--- src/rtl/spectrum_peak_tracker_pkg.sv ---
// Shared FFT post-processing types: converter default widths, peak record, tracker states.
// Pure declarations; no logic, no latency, no flow control.
package spectrum_peak_tracker_pkg;

    localparam int MAG_W_DEF   = 32;
    localparam int PHASE_W_DEF = 32;
    localparam int N_BINS_DEF  = 16;
    localparam int IDX_W_DEF   = $clog2(N_BINS_DEF);

    typedef enum logic [1:0] {
        ST_IDLE    = 2'd0,
        ST_COLLECT = 2'd1,
        ST_REPORT  = 2'd2
    } trk_state_e;

    typedef struct packed {
        logic        [IDX_W_DEF-1:0]   idx;
        logic signed [MAG_W_DEF-1:0]   mag;
        logic        [PHASE_W_DEF-1:0] phase;
    } peak_rec_t;

endpackage

--- src/rtl/spectrum_peak_tracker_peak_compare_reg.sv ---
// Running-maximum record register: load unconditionally, or replace only on strictly greater magnitude.
// o_max_nxt is the post-edge value (combinational); register updates one edge later; always ready.
module peak_compare_reg
    import spectrum_peak_tracker_pkg::*;
#(
    parameter type rec_t = peak_rec_t
) (
    input  logic clk,
    input  logic arstn,
    input  logic i_load,
    input  logic i_update,
    input  logic i_clear,
    input  rec_t i_rec,
    output rec_t o_max_nxt
);

    rec_t r_max;
    logic w_gt;

    // Strict compare keeps the earliest bin on ties.
    assign w_gt = $signed(i_rec.mag) > $signed(r_max.mag);

    always_comb begin
        o_max_nxt = r_max;
        if (i_load) begin
            o_max_nxt = i_rec;
        end else if (i_update && w_gt) begin
            o_max_nxt = i_rec;
        end
    end

    always_ff @(posedge clk or negedge arstn) begin
        if (!arstn) begin
            r_max <= '0;
        end else if (i_load || i_update) begin
            r_max <= o_max_nxt;
        end else if (i_clear) begin
            r_max <= '0;
        end
    end

endmodule

--- src/rtl/spectrum_peak_tracker.sv ---
// Per-frame peak search and magnitude sum over converter results; report pulse one cycle after last bin.
// No backpressure: one bin accepted on every i_vld cycle, including the report cycle.
module spectrum_peak_tracker
    import spectrum_peak_tracker_pkg::*;
#(
    parameter int N_BINS  = N_BINS_DEF,
    parameter int MAG_W   = MAG_W_DEF,
    parameter int PHASE_W = PHASE_W_DEF,
    parameter int IDX_W   = $clog2(N_BINS),
    parameter int SUM_W   = MAG_W + $clog2(N_BINS)
) (
    input  logic               clk,
    input  logic               arstn,
    input  logic               i_frame_start,
    input  logic               i_vld,
    input  logic [MAG_W-1:0]   i_mag,
    input  logic [PHASE_W-1:0] i_phase,
    input  logic [MAG_W-1:0]   i_thresh,
    output logic               o_vld,
    output logic [IDX_W-1:0]   o_peak_idx,
    output logic [MAG_W-1:0]   o_peak_mag,
    output logic [PHASE_W-1:0] o_peak_phase,
    output logic [SUM_W-1:0]   o_mag_sum,
    output logic               o_detect,
    output logic               o_busy
);

    typedef struct packed {
        logic        [IDX_W-1:0]   idx;
        logic signed [MAG_W-1:0]   mag;
        logic        [PHASE_W-1:0] phase;
    } rec_t;

    trk_state_e r_state;
    trk_state_e w_state_nxt;

    logic [IDX_W-1:0] r_cnt;
    logic [SUM_W-1:0] r_sum;
    rec_t             r_peak;
    logic [SUM_W-1:0] r_sum_out;
    logic             r_detect;

    logic             w_bin0;
    logic             w_last;
    logic [IDX_W-1:0] w_idx;
    logic [SUM_W-1:0] w_mag_ext;
    logic [SUM_W-1:0] w_sum_nxt;
    rec_t             w_rec_in;
    rec_t             w_max_nxt;

    // A frame start always makes the current sample bin 0 and suppresses the report.
    assign w_bin0    = i_frame_start || (r_cnt == '0);
    assign w_last    = i_vld && !i_frame_start && (r_cnt == IDX_W'(N_BINS - 1));
    assign w_idx     = w_bin0 ? '0 : r_cnt;
    assign w_mag_ext = {{(SUM_W - MAG_W){i_mag[MAG_W-1]}}, i_mag};
    assign w_sum_nxt = w_bin0 ? w_mag_ext : (r_sum + w_mag_ext);

    always_comb begin
        w_rec_in       = '0;
        w_rec_in.idx   = w_idx;
        w_rec_in.mag   = i_mag;
        w_rec_in.phase = i_phase;
    end

    peak_compare_reg #(
        .rec_t (rec_t)
    ) u_max (
        .clk       (clk),
        .arstn     (arstn),
        .i_load    (i_vld && w_bin0),
        .i_update  (i_vld && !w_bin0),
        .i_clear   (i_frame_start && !i_vld),
        .i_rec     (w_rec_in),
        .o_max_nxt (w_max_nxt)
    );

    always_ff @(posedge clk or negedge arstn) begin
        if (!arstn) begin
            r_cnt <= '0;
            r_sum <= '0;
        end else if (i_vld) begin
            r_cnt <= w_last ? '0 : (w_idx + 1'b1);
            r_sum <= w_sum_nxt;
        end else if (i_frame_start) begin
            r_cnt <= '0;
            r_sum <= '0;
        end
    end

    // Final max/sum are taken from the next-state values so the report lands one cycle after the last bin.
    always_ff @(posedge clk or negedge arstn) begin
        if (!arstn) begin
            r_peak    <= '0;
            r_sum_out <= '0;
            r_detect  <= 1'b0;
        end else if (w_last) begin
            r_peak    <= w_max_nxt;
            r_sum_out <= w_sum_nxt;
            r_detect  <= $signed(w_max_nxt.mag) >= $signed(i_thresh);
        end
    end

    always_ff @(posedge clk or negedge arstn) begin
        if (!arstn) begin
            r_state <= ST_IDLE;
        end else begin
            r_state <= w_state_nxt;
        end
    end

    always_comb begin
        w_state_nxt = r_state;
        case (r_state)
            ST_IDLE: begin
                if (i_vld) begin
                    w_state_nxt = ST_COLLECT;
                end
            end
            ST_COLLECT: begin
                if (w_last) begin
                    w_state_nxt = ST_REPORT;
                end else if (i_frame_start && !i_vld) begin
                    w_state_nxt = ST_IDLE;
                end
            end
            ST_REPORT: begin
                w_state_nxt = i_vld ? ST_COLLECT : ST_IDLE;
            end
            default: begin
                w_state_nxt = ST_IDLE;
            end
        endcase
    end

    assign o_vld        = (r_state == ST_REPORT);
    assign o_busy       = (r_state == ST_COLLECT);
    assign o_peak_idx   = r_peak.idx;
    assign o_peak_mag   = r_peak.mag;
    assign o_peak_phase = r_peak.phase;
    assign o_mag_sum    = r_sum_out;
    assign o_detect     = r_detect;

endmodule

--- config.mk ---
export PLATFORM = sky130hd
export DESIGN_NAME = spectrum_peak_tracker
export DESIGN_NICKNAME = d
export VERILOG_FILES = /design/src/rtl/spectrum_peak_tracker_pkg.sv /design/src/rtl/spectrum_peak_tracker_peak_compare_reg.sv /design/src/rtl/spectrum_peak_tracker.sv
export SDC_FILE = /design/constraint.sdc
export NUM_CORES = 1
export LEC_CHECK = 0
export CORE_MARGIN = 3
export CORE_UTILIZATION = 55
export CTS_BUF_LIST = sky130_fd_sc_hd__clkbuf_8
export DETAILED_ROUTE_END_ITERATION = 7
export PLACE_DENSITY_LB_ADDON = 0.1
export SKIP_CTS_REPAIR_TIMING = 1
export SLEW_MARGIN = 20
export SYNTH_ARGS = -nofsm -noshare
export SYNTH_HDL_FRONTEND = slang
export SYNTH_SLANG_ARGS = --single-unit
export TNS_END_PERCENT = 30
--- constraint.sdc ---
create_clock -name clk -period 5.9 [get_ports clk]
set_input_delay 0.885 -clock clk [delete_from_list [all_inputs] [get_ports clk]]
set_output_delay 0.885 -clock clk [all_outputs]
set_load 0.1 [all_outputs]
======== Word level (Yosys, flattened, before mapping) ========
Index checks and enable logic that the tools add are counted.
word-level totals
  register bits ........................... 215
  bits in latches ......................... 0
  memory bits (writable) .................. 0
  ROM bits ................................ 0
  input bits .............................. 100
  memories kept ........................... 0
cells by class
  add/sub/neg operators ................... 2
  multiply operators ...................... 0
  divide/modulo/power cells ............... 0
  $lt $le $gt $ge ......................... 2
  equality and inequality tests ........... 5
  shifts and indexed selects .............. 0
  muxes and demuxes ....................... 16
  bitwise logic cells ..................... 0
  reductions and logical operators ........ 16
operators by type and width
  operator                                       number
  2-to-1 mux 68 bit                              4
  2-to-1 mux 36 bit                              3
  adder 36 bit                                   1
  greater-or-equal comparator 32 bit             1
  greater-than comparator 32 bit                 1
  2-to-1 mux 4 bit                               4
  logical AND 1 bit                              6
  2-to-1 mux 2 bit                               3
  case mux 2 bit (3 select lines)                1
  adder 4 x 1 -> 4 bit, second input constant    1
  == test 4 bit, second input constant           1
  zero test 4 bit                                1
  nonzero test 2 bit                             2
  zero test 1 bit                                3
  != test 3 x 1 -> 1 bit, second input constant  1
  == test 2 x 1 -> 1 bit, second input constant  1
  == test 2 bit, second input constant           1
  zero test 2 bit                                1
  logical OR 1 bit                               2
  != test 2 bit, second input constant           1
  AND reduction 2 bit                            1
  2-to-1 mux 1 bit                               1

======== Longest topological paths before layout ========
Gate-level depths: netlist of run 1.
  depth in word-level cells ............... 8
  depth in mapped cells ................... 21

======== Cells and area by module ========
From an unflattened synthesis of run 1, not the netlist that was laid out.
unflattened totals
  cells, all modules ...................... 1359
  area total of the unflattened synthesis .. 12793.5 µm²
by module, submodules not included
  module                 times used  cells an instance  area an instance (µm²)  seq. area each (µm²)
  spectrum_peak_tracker  1           1008               8654.6                  3678.5
  peak_compare_reg       1           351                4139.0                  1701.6

======== Least setup slack after synthesis of run 1 ========
Ideal clock, no wire load.
  kind .................................... input-to-reg
  from .................................... input i_mag[9]
  to ...................................... register r_detect, in the netlist o_detect
  library setup time ...................... 141 ps
  data arrival time ....................... 4597 ps
  path slack .............................. 1162 ps
  stages .................................. 19
  buffers on the path ..................... 2
  cells stage by stage .................... ha_1 -> a21o_1 -> a21o_1 -> a21oi_2 -> o22ai_1 -> o41a_4 -> mux2i_1 -> buf_6 -> clkbuf_1 -> or3_1 -> nand2_1 -> ha_1 -> nand4_1 -> nor3_1 -> nand4_1 -> or2_2 -> o211ai_1 -> mux2i_1 -> a31oi_1
RTL lines
  element               RTL line                     text
  from (decl)           spectrum_peak_tracker.sv:16  input logic [MAG_W-1:0] i_mag,
  to (signal assigned)  spectrum_peak_tracker.sv:99  r_detect <= $signed(w_max_nxt.mag) >= $signed(i_thresh);
  to (decl)             spectrum_peak_tracker.sv:41  logic r_detect;

==> metrics.yaml, run 1 <==
pwr:
  power_per_cell_area_mw_per_mm2: 280
  max-vdd-ir-drop_v: 0.000158
  p_leak_nw: 7.74
run_status:
  status: "finished clean"
sta:
  achievable-frequency_mhz: 190
  fin_skew_ns: 0.0289
  hold_violations: 0
  period_share_pct: 89.4
  fin_setup_tns_ns: 0
  drv_slew: 0
  setup_viol: 0
  tightestPinTransition_ns: 1.05
  max_slew_margin_pct: 29.5
  rsz0062_at_grt: "no"
  period_needed_ns: 5.27
routing:
  via_count: 12388
  viasPerCell: 6.03
  drt_first_pass_iters: 5
  postRouteAntennaNets: 0
  wire_per_inst_um: 19.6
  drcViolationCount: 0
  drtIter0Drc: 1110
  wl_um: 40200
worst_setup_path:
  arrival_ns: 5.65
  cp_max_fo: 21
  start_kind: "input port"
  required_ns: 6.28
  cpLargestDelayFamily: "compound AO/OA/AOI/OAI gates"
  r2r-start: "u_max.r_max[41]"
  crit_path_cell_trace: "clkdlybuf4s50_1 -> ha_1 -> a21o_1 -> a21o_1 -> a21oi_1 -> o22ai_1 -> o41a_4 -> mux2i_4 -> buf_4 -> or3_1 -> nand2_1 -> ha_1 -> nand2_1 -> nor3_1 -> nand4_1 -> or2_2 -> o211ai_1 -> mux2i_1 -> a31oi_1"
  crit_path_top_delay_cell: "clkdlybuf4s50_1"
  max_stage_delay_ns: 0.56
  crit_buf_inv: 2
  crit_start: "i_mag[4]"
  critPathKind: "input port to register"
  worstSetupEndpointType: "register"
placed_design:
  place_area_mm2: 0.0157
  gp_congestion: 1.00
  dp_hpwl_um: 28500
  port-buffer-count: 206
global_routing:
  grt.total_usage_pct: 30.5
  overflow: 0
  antenna_found_initial: 1
  grt_max_degree: 131
  first_global_vias: 12339
  grt_pass1_wl_um: 64200
logic_synthesis:
  ys_seq_elements: 215
  ys_types: 77
  syn_area_mm2: 0.0133
  async_reset_ff_share_pct: 100
  synth_flop_cell: "dfrtp_1"
  syn_area_per_cell_um2: 8.85
  yosysSeqAreaShare_pct: 40.4
  synth_warnings: 0
  synth_edf_count: 0
  synthCells: 1504
  syn-num-nets: 1705
floorplanning:
  fp.dieArea_mm2: 0.0261
  ios: 207
  initial_core_util_pct: 56.4
  die_w_um: 162
  core-area_mm2: 0.0236
  rows: 56
  die_y_um: 162
layout:
  num_antenna_cells: 0
  fin_nets: 1910
  layout-drive-gt1-share_pct: 7.49
  fillers: 1947
  regArea_mm2: 0.00538
  final_area_mm2: 0.0165
  multi_input_area_mm2: 0.00709
  area_growth_pct: 24.1
clock_tree:
  clk_latency_ns: 0.56
  cts_made_buffers: 40
  cts_buffer_depth: 3
  clk_pin_slew_ns: 0.06
  cts_tree: "built"
  htree_levels: 2
  numClockSinks: 215
  root_buffer: "clkbuf_8"
job:
  max_cap_viol_count: 0
worst_hold_path:
  hp-class: "input port to async pin"
[registers in the layout, indices dropped and copies added, names as in the netlist]
register and count:
o_detect 1, o_mag_sum 36, o_peak_idx 4, o_peak_mag 32, o_peak_phase 32, r_cnt 4
r_state 2, r_sum 36, u_max.r_max 68
[final timing paths]
check	slack (ns)	to	cells after the start
worst max-delay path	0.63	o_detect	19
worst min-delay path	0.45	o_peak_mag[12]	1
worst max register to register	0.96	o_detect	19
worst min register to register	0.48	u_max.r_max[5]	2
max in group asynchronous	4.19	o_peak_idx[3]	2
min in group clk	0.48	u_max.r_max[5]	2
[worst reg2reg max path, cell delays in order, from the launching register on]
cell      delay (ns)
dfrtp_1         0.38
inv_1           0.15
ha_1            0.28
a21o_1          0.18
a21o_1          0.18
a21oi_2         0.14
o22ai_1         0.17
o41a_4          0.54
mux2i_4         0.47
buf_4           0.30
or3_1           0.15
nand2_1         0.06
ha_1            0.31
nand2_1         0.07
nor3_1          0.35
nand4_1         0.18
or2_2           0.33
o211ai_1        0.22
mux2i_1         0.21
a31oi_1         0.10
[power by group]
| part | total [mW] | internal, mW | leakage, nW | switching [mW] |
|---|---|---|---|---|
| sequential | 1.70 | 1.62 | 2.85 | 0.0863 |
| clock | 1.42 | 0.759 | 0.450 | 0.658 |
| combinational | 1.51 | 0.614 | 4.44 | 0.897 |
[through the flow]
stage	total power, mW	cells	worst slack [ns]	hold slack (ns)	util (%)
2_1_floorplan	2.77	1504	1.16	0.443	-
3_3_place_gp	3.16	1986	0.348	0.459	66.7
3_5_place_dp	3.20	1986	0.174	0.462	66.7
4_1_cts	4.63	2055	0.718	0.480	70.0
5_1_grt	4.91	2055	0.387	0.501	70.0
6_report	4.63	2055	0.626	0.453	70.0
[cells by family (layout without fill, tap and decap cells)]
logic type | after synthesis | in the layout | share of synthesized area [%]
AOI/OAI and AO/OA | 490 | 490 | 24.6
xor gates and xnor gates | 30 | 30 | 1.97
adders and majority gates | 101 | 101 | 9.55
buffers and inverters | 206 | 438 | 6.61
DFF | 215 | 215 | 40.4
muxes | 10 | 10 | 0.808
and+or+nand+nor | 452 | 452 | 16.0
[cell usage after synthesis (12+ instances only)]
cell | n | area [um^2]
a21o_1 | 40 | 300
a21oi_1 | 72 | 360
a22o_1 | 48 | 420
a31oi_1 | 75 | 469
buf_6 | 13 | 146
clkbuf_1 | 74 | 278
dfrtp_1 | 215 | 5380
ha_1 | 100 | 1250
inv_1 | 111 | 417
nand2_1 | 174 | 653
nand4_1 | 18 | 113
nor2_1 | 111 | 417
nor2b_1 | 15 | 93.8
nor3_1 | 14 | 70.1
o21a_1 | 12 | 90.1
o21ai_0 | 131 | 656
o311ai_1 | 28 | 245
or3_1 | 73 | 457
xnor2_1 | 21 | 184
[final cells by class]
cell class / count / area share (%)
multi-input cells: 1083 / 42.9
flip-flops and latches: 215 / 32.6
repair buffers: 256 / 14.9
clock buffers: 46 / 3.83
inverters: 113 / 2.57
well taps: 319 / 2.42
clock inverters: 23 / 0.826
[layout by cell type, fill, tap and decap left out, types with 10 or more instances in the layout]
cell,synthesis,layout
nand3_1,10,10
o21a_1,12,12
dfrtp_1,215,215
nor3_1,14,14
a22o_1,48,48
nand2_1,174,174
a211oi_1,10,10
a21oi_1,72,72
o311ai_1,28,28
ha_1,100,100
nand4_1,18,18
clkdlybuf4s50_1,0,205
nor2b_1,15,15
buf_4,1,49
inv_1,111,123
o21ai_0,131,131
a21o_1,40,40
xnor2_1,21,21
clkbuf_8,0,46
or3_1,73,73
a31oi_1,75,75
nor2_1,111,110
[layer usage]
layer	wire, um	track usage (%)	vias to the layer above
li1	-	-	5834
met1	18200	43.9	5974
met2	17700	47.1	510
met3	3500	6.72	70
met4	805	7.63	0
met5	0	0	-
Note: power is estimated with default switching activity, not from simulation.
==> inputs of run 2 (changes only) <==
Settings changed: SKIP_CTS_REPAIR_TIMING 1 to default.
==> results of run 2 <==
The final DEF is identical to that of run 1; final timing and power are the same.
